`config.mk`:
```
export PLATFORM = sky130hd
export DESIGN_NAME = move_bus_regbank
export DESIGN_NICKNAME = d
export VERILOG_FILES = /design/src/rtl/move_bus_regbank.sv
export SDC_FILE = /design/constraint.sdc
export NUM_CORES = 1
export LEC_CHECK = 0
export ABC_AREA = 1
export CAP_MARGIN = 40
export CORE_UTILIZATION = 31
export DETAILED_ROUTE_END_ITERATION = 7
export SETUP_SLACK_MARGIN = 0.3
export SLEW_MARGIN = 20
export SYNTH_ARGS = -nofsm -noshare
export SYNTH_HDL_FRONTEND = slang
export SYNTH_SLANG_ARGS = --single-unit
```
`constraint.sdc`:
```
create_clock -name clk -period 8.8 [get_ports clk]
set_input_delay 1.76 -clock clk [delete_from_list [all_inputs] [get_ports clk]]
set_output_delay 1.76 -clock clk [all_outputs]
set_load 0.05 [all_outputs]
```
`src/rtl/move_bus_regbank.sv`:
```
// Register bank responder for the move-FSM transfer protocol: R0-R3, output port P0, input port P1.
// One-hot read strobes select a single bus source; write strobes capture the bus on the rising edge.
module move_bus_regbank #(
  parameter int WIDTH = 16
) (
  input  logic             clk,
  input  logic             reset_n,
  input  logic             R0_write,
  input  logic             R1_write,
  input  logic             R2_write,
  input  logic             R3_write,
  input  logic             P0_write,
  input  logic             R0_read,
  input  logic             R1_read,
  input  logic             R2_read,
  input  logic             R3_read,
  input  logic             P0_read,
  input  logic             P1_read,
  input  logic             ext_drive,
  input  logic [WIDTH-1:0] ext_data,
  input  logic [WIDTH-1:0] p1_in,
  input  logic             err_clr,
  output logic [WIDTH-1:0] bus,
  output logic [WIDTH-1:0] p0_out,
  output logic             p0_strobe,
  output logic             xfer_done,
  output logic             bus_err,
  output logic [WIDTH-1:0] r0_q,
  output logic [WIDTH-1:0] r1_q,
  output logic [WIDTH-1:0] r2_q,
  output logic [WIDTH-1:0] r3_q
);

  logic [6:0]       src_sel;
  logic [2:0]       src_cnt;
  logic             one_src;
  logic             conflict;
  logic             any_write;
  logic [WIDTH-1:0] p1_meta;
  logic [WIDTH-1:0] p1_sync;
  logic [WIDTH-1:0] bus_val;

  assign src_sel   = {ext_drive, P1_read, P0_read, R3_read, R2_read, R1_read, R0_read};
  assign src_cnt   = 3'($countones(src_sel));
  assign one_src   = (src_cnt == 3'd1);
  assign conflict  = (src_cnt > 3'd1);
  assign any_write = R0_write | R1_write | R2_write | R3_write | P0_write;

  // AND-OR mux is only meaningful with exactly one source; otherwise the bus is forced to zero.
  always_comb begin
    bus_val = '0;
    if (one_src) begin
      bus_val = ({WIDTH{R0_read}}   & r0_q)
              | ({WIDTH{R1_read}}   & r1_q)
              | ({WIDTH{R2_read}}   & r2_q)
              | ({WIDTH{R3_read}}   & r3_q)
              | ({WIDTH{P0_read}}   & p0_out)
              | ({WIDTH{P1_read}}   & p1_sync)
              | ({WIDTH{ext_drive}} & ext_data);
    end
  end

  assign bus = bus_val;

  always_ff @(posedge clk or negedge reset_n) begin
    if (!reset_n) begin
      r0_q      <= '0;
      r1_q      <= '0;
      r2_q      <= '0;
      r3_q      <= '0;
      p0_out    <= '0;
      p1_meta   <= '0;
      p1_sync   <= '0;
      p0_strobe <= 1'b0;
      xfer_done <= 1'b0;
      bus_err   <= 1'b0;
    end else begin
      p1_meta <= p1_in;
      p1_sync <= p1_meta;
      if (one_src) begin
        if (R0_write) r0_q   <= bus_val;
        if (R1_write) r1_q   <= bus_val;
        if (R2_write) r2_q   <= bus_val;
        if (R3_write) r3_q   <= bus_val;
        if (P0_write) p0_out <= bus_val;
      end
      xfer_done <= one_src & any_write;
      p0_strobe <= one_src & P0_write;
      // A fresh conflict takes priority over a simultaneous clear.
      if (conflict) begin
        bus_err <= 1'b1;
      end else if (err_clr) begin
        bus_err <= 1'b0;
      end
    end
  end

endmodule

```
# Word level (Yosys, flattened, before mapping)
# Cells that the tools add are included.
# Widths: inputs -> output; s select.
# classes
addsub	6
muxes	3
bitwise_logic	19
reduce_logical	6
order_cmp	1
eq_ne	1
# ops
cell	count
$and 16x16->16	7
$or 16x16->16	6
$mux 16	1
$reduce_and 2->1	5
$add 1x1->2	3
$or 1x1->1	4
$add 2x1->3	1
$add 2x2->3	1
$add 3x3->3	1
$eq 3x1->1 const B	1
$gt 3x1->1 const B	1
$and 1x1->1	2
$mux 1	2
$reduce_bool 2->1	1
# word_totals
out_inout_bits	99
elab_cells	46
register_bits	115
inputBits	47

# Logic depth before layout (Yosys ltp)
# Gate-level depths: netlist of the first run.
# logic_depth
ltp_word	8
ltp_mapped	16
mapped_depth_nobuf	12

# Worst setup path before layout of the first run
# OpenSTA, ideal clock, no wires.
# synth_timing
path_kind	input port to output port
startpoint	in R0_read
endpoint	out bus[10]
slack_ns	1.643
required_ns	7.040
path_buffers	4
t_arrival_ns	5.397
stages	13
path_cell_list	buf_2 buf_2 inv_1 fa_1 fa_1 inv_1 fa_1 fa_1 nor2_2 nand2_2 buf_6 buf_1 a21oi_1
# synth_between
elab_chain_cells	8
word_cells_on_any_way	12
# synth_rtl
element	line_no	rtl
start, declared	13	input logic R0_read,
parallel branches: the longest is 7 deep, another holds $add 2x2->3	n/a	
$mux 16 *	52	if (one_src) begin
end, declared	23	output logic [WIDTH-1:0] bus,
# Every way passes the cells marked *.

# Final worst setup path of the first run
# layout_timing
startpoint	in R0_read
endpoint	out bus[5]
# Same word-level chain as after synthesis.

==> results of run 1 <==
[layout by cell type, fill, tap and decap left out]
master,instances
sky130_fd_sc_hd__clkinv_2,5
sky130_fd_sc_hd__nand2_2,1
sky130_fd_sc_hd__clkbuf_1,2
sky130_fd_sc_hd__nand2_1,417
sky130_fd_sc_hd__fa_1,4
sky130_fd_sc_hd__o21ai_0,2
sky130_fd_sc_hd__clkinv_4,1
sky130_fd_sc_hd__bufinv_16,4
sky130_fd_sc_hd__nor2_2,4
sky130_fd_sc_hd__inv_2,5
sky130_fd_sc_hd__buf_16,1
sky130_fd_sc_hd__inv_1,32
sky130_fd_sc_hd__nand3_1,1
sky130_fd_sc_hd__clkbuf_8,3
sky130_fd_sc_hd__buf_6,1
sky130_fd_sc_hd__clkdlybuf4s50_1,144
sky130_fd_sc_hd__clkbuf_16,17
sky130_fd_sc_hd__a21oi_1,16
sky130_fd_sc_hd__nor2_8,2
sky130_fd_sc_hd__dfrtp_1,115
sky130_fd_sc_hd__nor2_1,32
sky130_fd_sc_hd__buf_4,8
[metal layers]
| metal | GRT usage, % | part of all wire [%] | vias up |
|---|---|---|---|
| li1 | - | - | 2249 |
| met2 | 30.2 | 47 | 148 |
| met1 | 26.8 | 44 | 2098 |
| met3 | 4.88 | 6.0 | 31 |
| met4 | 8.96 | 3.0 | 0 |
| met5 | 0 | 0 | - |
[where the power goes]
part           total [W]  switching, W  internal [W]
logic            0.00165       0.00115      0.000505
clock network   0.000732      0.000238      0.000494
registers       0.000892      0.000168      0.000724
total            0.00327       0.00155       0.00172
[through the flow]
step,instance area (um^2),hold WS (ns),worst slack (ns)
after floorplan,5090,0.331,1.64
after global placement,6720,0.333,0.952
after detailed placement,6720,0.335,0.893
after CTS,7350,0.345,0.872
after global routing,7390,0.351,0.672
final,7390,0.341,0.879
[final cells by class]
| cell class | instances | area (um^2) | area share, % |
|---|---|---|---|
| sequential | 115 | 2880 | 39.0 |
| timing repair buffer | 154 | 1540 | 20.9 |
| tap | 216 | 270 | 3.66 |
| multi-input combinational | 479 | 1930 | 26.2 |
| inverter | 37 | 139 | 1.88 |
| clock buffer | 22 | 474 | 6.42 |
| clock inverter | 10 | 154 | 2.08 |
[flip-flops by register name, summed over array words and instances (netlist names), 16 cells and up]
signal / cells
r0_q: 16
r2_q: 16
r3_q: 16
r1_q: 16
p1_sync: 16
p1_meta: 16
p0_out: 16
[path summary, 6_finish.rpt]
kind                             from         end  cells after the start
max reg2reg                   r2_q[0]     r2_q[0]                      6
min                        p1_meta[2]  p1_sync[2]                      0
min reg2reg                p1_meta[2]  p1_sync[2]                      0
max                           R0_read      bus[5]                     12
min in group asynchronous     reset_n  p1_sync[2]                      1
max in group asynchronous     reset_n  p1_meta[2]                      3
[worst max-delay path: cells and delay by family]
kind,cells,cell delay [ns]
buffers and inverters,5,1.74
adder cells (fa/ha/maj),4,1.87
AO/OA/AOI/OAI,1,0.25
AND/OR/NAND/NOR,2,0.53
[cells by family after synthesis]
logic type	after synthesis	share of synthesized area (%)
compound gates	18	1.77
fa+ha+maj	4	1.57
simple gates	457	34.6
buf+inv	63	5.51
flops	115	56.5
==> load_flow_metrics.sql, run 1 <==
INSERT INTO impl_metrics (metric_group, metric, value, unit) VALUES
('routing', 'detailedRoute.firstPassIterationCount', '4', ''),
('timing', 'clock-skew-final', '0.00646', 'ns'),
('outcome', 'outcome', 'completed', ''),
('logic_synthesis', 'number_of_distinct_library_cells_after_synthesis', '17', ''),
('global_route', 'vias_in_the_first_global_route', '4252', ''),
('pwr', 'power', '0.00327', 'W'),
('critical_path', 'critical_path_peak_fanout', '22', ''),
('clock_tree', 'cts-root-buf', 'sky130_fd_sc_hd__clkbuf_16', ''),
('logic_synthesis', 'synthArstFlopShare', '100', '%'),
('global_route', 'grt_first_pass_wirelength', '24500', 'um'),
('placed_design', 'post-dp-hpwl', '11700', 'um'),
('pwr', 'power.density_cell_area', '443', 'mW/mm^2'),
('logic_synthesis', 'synth_seq_area_share', '56.5', '%'),
('min_path', 'timing.hold.worst.class', 'flip-flop to flip-flop', ''),
('logic_synthesis', 'yosys_warnings', '0', ''),
('critical_path', 'setup.reg_to_reg.worst_slack', '7.48', 'ns'),
('floorplan', 'floorplan.die.height', '130', 'um'),
('clock_tree', 'clk-insertion-delay-late', '0.41', 'ns'),
('logic_synthesis', 'postSynthCellCount', '657', ''),
('routing', 'drtAntennaViolNets', '0', ''),
('logic_synthesis', 'synthMostInstantiatedCell', 'sky130_fd_sc_hd__nand2_1', ''),
('layout', 'nNetsFinal', '855', ''),
('layout', 'antenna_cells', '0', ''),
('floorplan', 'effective_utilization_at_floorplan', '31.9', '%'),
('clock_tree', 'clock-sinks', '115', ''),
('logic_synthesis', 'postSynthRegisterBits', '115', ''),
('routing', 'postRouteWirelength', '16100', 'um'),
('critical_path', 'timing.critical_path.from_type', 'primary input', ''),
('placed_design', 'place.port_buffers', '145', ''),
('timing', 'final_period_minus_worst_setup_slack', '7.92', 'ns'),
('clock_tree', 'max_root_sink_buffers', '2', ''),
('timing', 'timing.setup.tns', '0', 'ns'),
('logic_synthesis', 'synth_fp_nets', '708', ''),
('logic_synthesis', 'post_synth_edffs', '0', ''),
('clock_tree', 'worst_setup_hold_path_clk_slew', '0.05', 'ns'),
('logic_synthesis', 'netlist.top_cell.by_area', 'sky130_fd_sc_hd__dfrtp_1', ''),
('pwr', 'total_leakage_power', '3.87', 'nW'),
('placed_design', 'routability_congestion_estimate_from_global_placement', '0.837', ''),
('timing', 'relative_slew_slack', '44.8', '%'),
('logic_synthesis', 'yosys-top-cells-area', 'sky130_fd_sc_hd__dfrtp_1, sky130_fd_sc_hd__nand2_1, sky130_fd_sc_hd__inv_1', ''),
('logic_synthesis', 'mappedNetlistArea', '0.00509', 'mm^2'),
('floorplan', 'floorplan.die.width', '130', 'um'),
('logic_synthesis', 'average_cell_area_after_synthesis', '7.75', 'um^2'),
('timing', 'setup_repair_after_global_routing_missed_its_margin', 'false', ''),
('critical_path', 'worst-endpoint-arrival', '6.16', 'ns'),
('routing', 'routedWlPerCell', '15.6', 'um'),
('layout', 'layout.filler_cells', '1549', ''),
('timing', 'timing.final.hold_violations', '0', ''),
('layout', 'finalCoreUtilization', '46.3', '%'),
('logic_synthesis', 'synthTopCellsByCount', 'sky130_fd_sc_hd__nand2_1, sky130_fd_sc_hd__dfrtp_1, sky130_fd_sc_hd__inv_1, sky130_fd_sc_hd__nor2_1, sky130_fd_sc_hd__buf_2', ''),
('global_route', 'grt_max_degree', '60', ''),
('critical_path', 'required', '7.04', 'ns'),
('clock_tree', 'cts_made_buffers', '17', ''),
('critical_path', 'worstSetupPathType', 'primary input to output port', ''),
('global_route', 'globalRoute.totalOverflow', '0', ''),
('layout', 'layoutNonFillerInstCount', '1033', ''),
('clock_tree', 'postCtsHoldBufs', '0', ''),
('critical_path', 'timing.critical_path.mode_cell', 'sky130_fd_sc_hd__fa_1', ''),
('run', 'max_cap_violations', '0', ''),
('logic_synthesis', 'synth_top_cell_area_share', '56.5', '%'),
('routing', 'drc', '0', ''),
('routing', 'via_count', '4526', ''),
('floorplan', 'ios', '146', ''),
('timing', 'setup_viol', '0', ''),
('logic_synthesis', 'synth-main-ff-cell', 'sky130_fd_sc_hd__dfrtp_1', ''),
('critical_path', 'max_stage_delay', '0.89', 'ns'),
('global_route', 'grt_total_usage', '19.9', '%'),
('clock_tree', 'htree_num_levels', '4', ''),
('floorplan', 'die_area', '0.0169', 'mm^2'),
('critical_path', 'worstPathCellList', 'clkdlybuf4s50_1 -> buf_4 -> inv_1 -> fa_1 -> fa_1 -> inv_1 -> fa_1 -> fa_1 -> nor2_2 -> nand2_2 -> a21oi_1 -> clkdlybuf4s50_1', ''),
('clock_tree', 'cts_tree', 'done', '');
No activity file was read; power rests on OpenSTA's default activity.
==> run 2: changes to the inputs <==
ABC_AREA = unset   (was 1)
==> run 2 against run 1 <==
Register-to-register slack got worse by 0.11 ns. Global-route usage fell by 0.35 points. Worst hold slack improved by 0.0039 ns. Utilization rose by 1.3 points. Critical endpoint is now bus[6]. Synthesized area fell by 5.6%. Combinational power down 7%. Via count shrank 16%. Clock-buffer cell count increased by 1. Routed wire length decreased by 8.1%. Highest routed layer unchanged.
==> load_flow_metrics.sql, run 2 <==
INSERT INTO impl_metrics (metric_group, metric, value, unit) VALUES
('min_path', 'min-delay-start', 'p1_meta[2]', ''),
('critical_path', 'reg_to_reg_start', 'r2_q[7]', ''),
('run', 'max_cap_violations', '0', ''),
('critical_path', 'setup.reg_to_reg.worst_slack', '7.37', 'ns'),
('critical_path', 'timing.critical_path.mode_cell', 'sky130_fd_sc_hd__fa_1', ''),
('outcome', 'outcome', 'completed', ''),
('layout', 'layout.filler_cells', '1369', ''),
('logic_synthesis', 'number_of_distinct_library_cells_after_synthesis', '17', ''),
('floorplan', 'effective_utilization_at_floorplan', '31.7', '%'),
('placed_design', 'routability_congestion_estimate_from_global_placement', '0.720', ''),
('logic_synthesis', 'main_combinational_cell_family_by_area_after_synthesis', 'compound AO/OA/AOI/OAI gates', ''),
('clock_tree', 'worst_setup_hold_path_clk_slew', '0.05', 'ns'),
('logic_synthesis', 'synthTopCellsByCount', 'sky130_fd_sc_hd__dfrtp_1, sky130_fd_sc_hd__nor2_1, sky130_fd_sc_hd__a21oi_1', ''),
('logic_synthesis', 'netlist.top_cell.by_area', 'sky130_fd_sc_hd__dfrtp_1', ''),
('timing', 'worst_pin_slew', '0.695', 'ns'),
('pwr', 'power.switching_fraction', '44.5', '%'),
('pwr', 'switchingPower', '0.00140', 'W'),
('pwr', 'power', '0.00314', 'W'),
('pwr', 'internal_power', '0.00174', 'W'),
('logic_synthesis', 'yosys-top-cells-area', 'sky130_fd_sc_hd__dfrtp_1, sky130_fd_sc_hd__nor2_1, sky130_fd_sc_hd__a21oi_2', ''),
('routing', 'detailedRoute.firstPassIterationCount', '5', ''),
('global_route', 'vias_in_the_first_global_route', '3962', ''),
('timing', 'fin_crit_sh', '86.0', '%'),
('clock_tree', 'postCtsHoldBufs', '0', ''),
('logic_synthesis', 'synth_top_cell_area_share', '59.9', '%'),
('layout', 'area.growth.synth_to_final', '50.1', '%'),
('timing', 'maxClockFrequency', '0.132', 'GHz'),
('clock_tree', 'cts_made_buffers', '17', ''),
('critical_path', 'timing.critical_path.from_type', 'primary input', ''),
('timing', 'relative_slew_slack', '53.6', '%'),
('critical_path', 'critical_path_peak_fanout', '17', ''),
('logic_synthesis', 'synth_seq_area_share', '59.9', '%'),
('layout', 'layout.area.seq', '0.00288', 'mm^2'),
('layout', 'final_design_area_no_fill', '0.00721', 'mm^2'),
('floorplan', 'die_area', '0.0160', 'mm^2'),
('min_path', 'timing.hold.worst_endpoint', 'p1_sync[2]', ''),
('critical_path', 'timing.critical_path.to_type', 'output port', ''),
('logic_synthesis', 'synth_fp_nets', '479', ''),
('floorplan', 'floorplan.rows', '45', ''),
('clock_tree', 'cts_resized', '0', ''),
('timing', 'setup_repair_after_global_routing_missed_its_margin', 'false', ''),
('layout', 'finalCoreUtilization', '47.6', '%'),
('layout', 'nNetsFinal', '613', ''),
('critical_path', 'slowest_stage', 'sky130_fd_sc_hd__fa_1', ''),
('routing', 'viasPerCell', '5.00', ''),
('timing', 'clock-skew-final', '0.00644', 'ns'),
('timing', 'setup_viol', '0', ''),
('logic_synthesis', 'mappedNetlistArea', '0.00480', 'mm^2'),
('routing', 'via_count', '3815', ''),
('layout', 'layout.cells.most_common_list', 'sky130_fd_sc_hd__clkdlybuf4s50_1, sky130_fd_sc_hd__dfrtp_1, sky130_fd_sc_hd__nor2_1', ''),
('layout', 'antenna_cells', '0', ''),
('critical_path', 'worst-endpoint-arrival', '5.81', 'ns'),
('logic_synthesis', 'postSynthRegisterBits', '115', ''),
('routing', 'postRouteWirelength', '14800', 'um'),
('layout', 'drive_above_1_share', '19.3', '%'),
('logic_synthesis', 'post_synth_mux_area_share', '0', '%'),
('global_route', 'grt_first_pass_wirelength', '23000', 'um'),
('pwr', 'vdd_ir_drop_max', '0.000234', 'V'),
('timing', 'timing.final.hold_violations', '0', ''),
('critical_path', 'required', '7.04', 'ns'),
('routing', 'dr.first_iter.drc_count', '321', ''),
('critical_path', 'worstPathCellList', 'clkdlybuf4s50_1 -> buf_4 -> inv_1 -> fa_1 -> fa_1 -> inv_1 -> fa_1 -> fa_1 -> nor2_1 -> nand2_1 -> buf_8 -> nor2_1 -> buf_12', ''),
('timing', 'worst_hold_slack', '0.345', 'ns'),
('floorplan', 'floorplan.die.width', '126', 'um'),
('routing', 'drtAntennaViolNets', '0', ''),
('min_path', 'hold_path_depth', '0', ''),
('logic_synthesis', 'average_cell_area_after_synthesis', '11.2', 'um^2'),
('pwr', 'power.density_cell_area', '436', 'mW/mm^2'),
('logic_synthesis', 'yosys_warnings', '0', ''),
('logic_synthesis', 'synthMostInstantiatedCell', 'sky130_fd_sc_hd__dfrtp_1', ''),
('clock_tree', 'htree_num_levels', '4', ''),
('layout', 'most_common_cell_after_layout_fill_and_taps_aside', 'sky130_fd_sc_hd__clkdlybuf4s50_1', ''),
('layout', 'multiInputGateArea', '0.00164', 'mm^2'),
('pwr', 'power_frac_comb', '48.8', '%'),
('placed_design', 'place.port_buffers', '145', ''),
('routing', 'drc', '0', ''),
('global_route', 'globalRoute.totalOverflow', '0', ''),
('logic_synthesis', 'postSynthCellCount', '428', ''),
('placed_design', 'detailed_place.area', '0.00655', 'mm^2'),
('logic_synthesis', 'synthXorXnorAreaFrac', '0', '%'),
('timing', 'final_period_minus_worst_setup_slack', '7.57', 'ns'),
('floorplan', 'ios', '146', ''),
('timing', 'report.final.slew_viol_count', '0', ''),
('clock_tree', 'clock-sinks', '115', ''),
('timing', 'timing.setup.tns', '0', 'ns'),
('critical_path', 'worstSetupPathType', 'primary input to output port', ''),
('logic_synthesis', 'area_fraction_in_and_or_nand_and_nor_cells_after_synthesis', '11.0', '%'),
('min_path', 'timing.hold.worst.class', 'flip-flop to flip-flop', ''),
('global_route', 'antenna_found_initial', '0', ''),
('global_route', 'grt_total_usage', '19.5', '%'),
('routing', 'routedWlPerCell', '19.4', 'um'),
('floorplan', 'floorplan.die.height', '126', 'um'),
('critical_path', 'worstReg2RegEnd', 'r3_q[7]', ''),
('global_route', 'grt_max_degree', '65', ''),
('logic_synthesis', 'synth_fa_ha_area_share', '1.67', '%'),
('critical_path', 'max_stage_delay', '0.71', 'ns'),
('clock_tree', 'cts-root-buf', 'sky130_fd_sc_hd__clkbuf_16', ''),
('floorplan', 'core_area', '0.0151', 'mm^2'),
('clock_tree', 'post_cts.repair.setup_buffers', '0', ''),
('logic_synthesis', 'synth-main-ff-cell', 'sky130_fd_sc_hd__dfrtp_1', ''),
('clock_tree', 'clk-insertion-delay-late', '0.41', 'ns'),
('logic_synthesis', 'synth_compound_area_share', '20.0', '%'),
('logic_synthesis', 'post_synth_edffs', '0', ''),
('logic_synthesis', 'synthArstFlopShare', '100', '%'),
('placed_design', 'post-dp-hpwl', '9760', 'um'),
('pwr', 'flop_pwr_share', '27.7', '%'),
('pwr', 'clock_power_share', '23.6', '%'),
('clock_tree', 'max_root_sink_buffers', '2', ''),
('critical_path', 'rr_worst_depth', '3', ''),
('pwr', 'total_leakage_power', '2.95', 'nW'),
('clock_tree', 'cts_tree', 'done', '');
## run 2: logic make-up (layout without fill, tap and decap cells)
kind of cell             count (synthesis)  count (layout)
buffers and inverters                   58             205
AND/OR/NAND/NOR                        121             121
AO/OA/AOI/OAI                          130             130
adder cells (fa/ha/maj)                  4               4
flip-flops                             115             115
## run 2: worst max path at each step
stage	cells after the start	slack (ns)	to	startpoint
finish	13	1.23	bus[6]	R0_read
global route	13	1.03	bus[4]	R0_read
CTS	13	1.21	bus[5]	R0_read
detailed placement	13	1.21	bus[4]	R0_read
global placement	12	0.94	bus[13]	R0_read
floorplan	12	1.74	bus[10]	R0_read
## run 2: final cells by class
class	instances	share of cell area, %
Clock buffer	23	6.77
Clock inverter	9	2.08
Inverter	9	0.469
Multi-Input combinational cell	255	22.8
Sequential cell	115	39.9
Tap cell	188	3.26
Timing Repair Buffer	164	24.7
## run 2: critical path: cells and delay by family
family,cells,cell delay (ns)
AND/OR/NAND/NOR,3,0.65
buffers and inverters,6,1.29
adder cells (fa/ha/maj),4,2.09
## run 2: per-layer routing
layer  vias up  share of wire [%]  GRT usage [%]
met5         -                  0              0
met4         0                1.3           8.22
met3        18                7.1           5.69
met2       155                 48           30.6
met1      1885                 43           25.2
li1       1757                  -              -
## run 2: metrics by stage
| step | std cells | setup slack (ns) |
|---|---|---|
| finish | 763 | 1.23 |
| global route | 763 | 1.03 |
| detailed placement | 730 | 1.21 |
| floorplan | 428 | 1.74 |
| global placement | 725 | 0.942 |
| CTS | 762 | 1.21 |
## run 2: power groups by stage
stage | clock [W] | combinational (W) | sequential (W)
floorplan | 0 | 0.000367 | 0.00145
global placement | 0 | 0.00151 | 0.000868
detailed placement | 0 | 0.00154 | 0.000875
CTS | 0.000752 | 0.00154 | 0.000869
global route | 0.000775 | 0.00160 | 0.000895
finish | 0.000740 | 0.00153 | 0.000868
==> run 3: changes to the inputs <==
CORE_UTILIZATION = 51   (was 31)
PLACE_DENSITY = 0.86   (was unset)
==> run 3 against run 2 <==
Flip-flop and latch count unchanged. Sequential power is essentially flat. Via count rose by 6.8%. Largest power group unchanged.
==> load_flow_metrics.sql, run 3 (same netlist as run 2, synthesis figures left out) <==
INSERT INTO impl_metrics (metric_group, metric, value, unit) VALUES
('global_route', 'globalRoute.totalOverflow', '0', ''),
('pwr', 'power.density_cell_area', '441', 'mW/mm^2'),
('global_route', 'grt.met2_usage', '49.9', '%'),
('timing', 'timing.setup.tns', '0', 'ns'),
('timing', 'clock-skew-final', '0.00525', 'ns'),
('global_route', 'grt_max_degree', '60', ''),
('routing', 'drtAntennaViolNets', '0', ''),
('layout', 'most_common_cell_after_layout_fill_and_taps_aside', 'sky130_fd_sc_hd__clkdlybuf4s50_1', ''),
('clock_tree', 'post_cts.repair.setup_buffers', '0', ''),
('pwr', 'power.switching_fraction', '48.1', '%'),
('critical_path', 'required', '7.04', 'ns'),
('critical_path', 'worstSetupPathType', 'primary input to output port', ''),
('placed_design', 'numPlacedInstances', '647', ''),
('global_route', 'grt_total_usage', '29.5', '%'),
('timing', 'maxClockFrequency', '0.129', 'GHz'),
('floorplan', 'floorplan.die.width', '99.1', 'um'),
('timing', 'setup_viol', '0', ''),
('clock_tree', 'cts_tree', 'done', ''),
('timing', 'report.final.slew_viol_count', '0', ''),
('global_route', 'use_met1', '36.4', '%'),
('timing', 'timing.final.hold_violations', '0', ''),
('run', 'max_cap_violations', '0', ''),
('clock_tree', 'cts_made_buffers', '17', ''),
('timing', 'worst_pin_slew', '0.836', 'ns'),
('floorplan', 'ios', '146', ''),
('critical_path', 'critical_path_peak_fanout', '17', ''),
('critical_path', 'rr_worst_depth', '3', ''),
('layout', 'layoutNonFillerInstCount', '682', ''),
('layout', 'antenna_cells', '0', ''),
('routing', 'detailedRoute.firstPassIterationCount', '5', ''),
('pwr', 'clock_power_share', '20.6', '%'),
('critical_path', 'timing.critical_path.from_type', 'primary input', ''),
('timing', 'relative_slew_slack', '44.1', '%'),
('min_path', 'timing.hold.worst.class', 'flip-flop to flip-flop', ''),
('placed_design', 'post-dp-hpwl', '8840', 'um'),
('floorplan', 'core_area', '0.00920', 'mm^2'),
('global_route', 'antenna_found_initial', '0', ''),
('routing', 'viasPerCell', '5.97', ''),
('clock_tree', 'clk-insertion-delay-late', '0.51', 'ns'),
('min_path', 'min-delay-start', 'p1_meta[11]', ''),
('routing', 'dr.first_iter.drc_count', '372', ''),
('placed_design', 'place.port_buffers', '145', ''),
('global_route', 'grt_util_met3', '6.38', '%'),
('routing', 'routedWlPerCell', '20.4', 'um'),
('layout', 'area.growth.synth_to_final', '40.8', '%'),
('routing', 'postRouteWirelength', '13900', 'um'),
('layout', 'drive_above_1_share', '19.1', '%'),
('pwr', 'vdd_ir_drop_max', '0.000243', 'V'),
('routing', 'via_count', '4073', ''),
('min_path', 'hold_path_depth', '0', ''),
('clock_tree', 'cts_resized', '0', ''),
('global_route', 'grt.busiest_layer', 'met2', ''),
('clock_tree', 'htree_num_levels', '4', ''),
('floorplan', 'die_area', '0.00981', 'mm^2'),
('layout', 'nNetsFinal', '609', ''),
('floorplan', 'floorplan.die.height', '99.1', 'um'),
('layout', 'final_design_area_no_fill', '0.00676', 'mm^2'),
('placed_design', 'routability_congestion_estimate_from_global_placement', '0.885', ''),
('placed_design', 'detailed_place.area', '0.00619', 'mm^2'),
('routing', 'drc', '0', ''),
('clock_tree', 'worst_setup_hold_path_clk_slew', '0.06', 'ns'),
('timing', 'final_period_minus_worst_setup_slack', '7.77', 'ns'),
('timing', 'setup_repair_after_global_routing_missed_its_margin', 'false', ''),
('critical_path', 'timing.critical_path.to_type', 'output port', ''),
('critical_path', 'worstReg2RegEnd', 'r0_q[2]', ''),
('clock_tree', 'postCtsHoldBufs', '0', ''),
('pwr', 'flop_pwr_share', '29.2', '%'),
('critical_path', 'reg_to_reg_start', 'r2_q[2]', ''),
('pwr', 'power_frac_comb', '50.2', '%'),
('clock_tree', 'clock-sinks', '115', ''),
('global_route', 'grt_first_pass_wirelength', '21800', 'um'),
('critical_path', 'worst-endpoint-arrival', '6.01', 'ns'),
('floorplan', 'effective_utilization_at_floorplan', '52.2', '%'),
('min_path', 'timing.hold.worst_endpoint', 'p1_sync[11]', ''),
('outcome', 'outcome', 'completed', ''),
('floorplan', 'floorplan.rows', '35', ''),
('critical_path', 'setup.reg_to_reg.worst_slack', '7.08', 'ns'),
('timing', 'fin_crit_sh', '88.3', '%'),
('pwr', 'switchingPower', '0.00143', 'W'),
('clock_tree', 'max_root_sink_buffers', '2', ''),
('pwr', 'total_leakage_power', '2.82', 'nW'),
('layout', 'layout.cells.most_common_list', 'sky130_fd_sc_hd__clkdlybuf4s50_1, sky130_fd_sc_hd__dfrtp_1, sky130_fd_sc_hd__nor2_1', ''),
('pwr', 'internal_power', '0.00155', 'W'),
('global_route', 'vias_in_the_first_global_route', '3980', ''),
('pwr', 'power', '0.00298', 'W'),
('clock_tree', 'cts-root-buf', 'sky130_fd_sc_hd__clkbuf_8', '');
run 3: cell types whose count changed in the layout (fill, tap and decap cells not counted), sizes merged:
cell,delta
inv,+7
clkbuf,-6
buf,-4
bufinv,-4
clkinvlp,+2
clkinv,+1
run 3: how the worst max path moves through the flow:
stage	startpoint	end	slack, ns	cells after the start
final	R0_read	bus[10]	1.03	12
after global routing	R0_read	bus[10]	0.86	12
after CTS	R0_read	bus[10]	1.07	12
after detailed placement	R0_read	bus[10]	1.09	12
after global placement	R0_read	bus[13]	1.25	12
after floorplan	R0_read	bus[10]	1.74	12
run 3: through the flow:
stage	util, %	hold slack, ns	setup slack (ns)
floorplan	-	0.331	1.74
global placement	67.3	0.331	1.25
detailed placement	67.3	0.336	1.09
CTS	73.2	0.348	1.07
global route	73.5	0.350	0.859
finish	73.5	0.346	1.03
run 3: layer usage:
metal | vias up | wire [um] | part of all wire [%]
li1 | 1752 | - | -
met1 | 2052 | 5340 | 38
met2 | 223 | 7120 | 51
met3 | 46 | 974 | 7.0
met4 | 0 | 486 | 3.5
met5 | - | 0 | 0
run 3: power groups by stage:
stage	logic, W	registers, W	clock network (W)
finish	0.00150	0.000870	0.000613
global route	0.00155	0.000889	0.000643
CTS	0.00149	0.000866	0.000617
detailed placement	0.00148	0.000869	0
global placement	0.00145	0.000858	0
floorplan	0.000367	0.00145	0
run 3: worst max-delay path, cell delays in order:
cell	delay (ns)
sky130_fd_sc_hd__clkdlybuf4s50_1	0.46
sky130_fd_sc_hd__buf_4	0.26
sky130_fd_sc_hd__inv_1	0.10
sky130_fd_sc_hd__fa_1	0.49
sky130_fd_sc_hd__fa_1	0.49
sky130_fd_sc_hd__inv_1	0.05
sky130_fd_sc_hd__fa_1	0.39
sky130_fd_sc_hd__fa_1	0.88
sky130_fd_sc_hd__nor2_1	0.15
sky130_fd_sc_hd__nand2_1	0.57
sky130_fd_sc_hd__nor2_1	0.16
sky130_fd_sc_hd__buf_4	0.24
run 3: layout make-up:
| class | instances | area (um^2) |
|---|---|---|
| flip-flops and latches | 115 | 2880 |
| fillers | 588 | 2430 |
| multi-input cells | 255 | 1640 |
| repair buffers | 160 | 1530 |
| clock buffers | 17 | 414 |
| well taps | 111 | 139 |
| clock inverters | 15 | 123 |
| inverters | 9 | 33.8 |
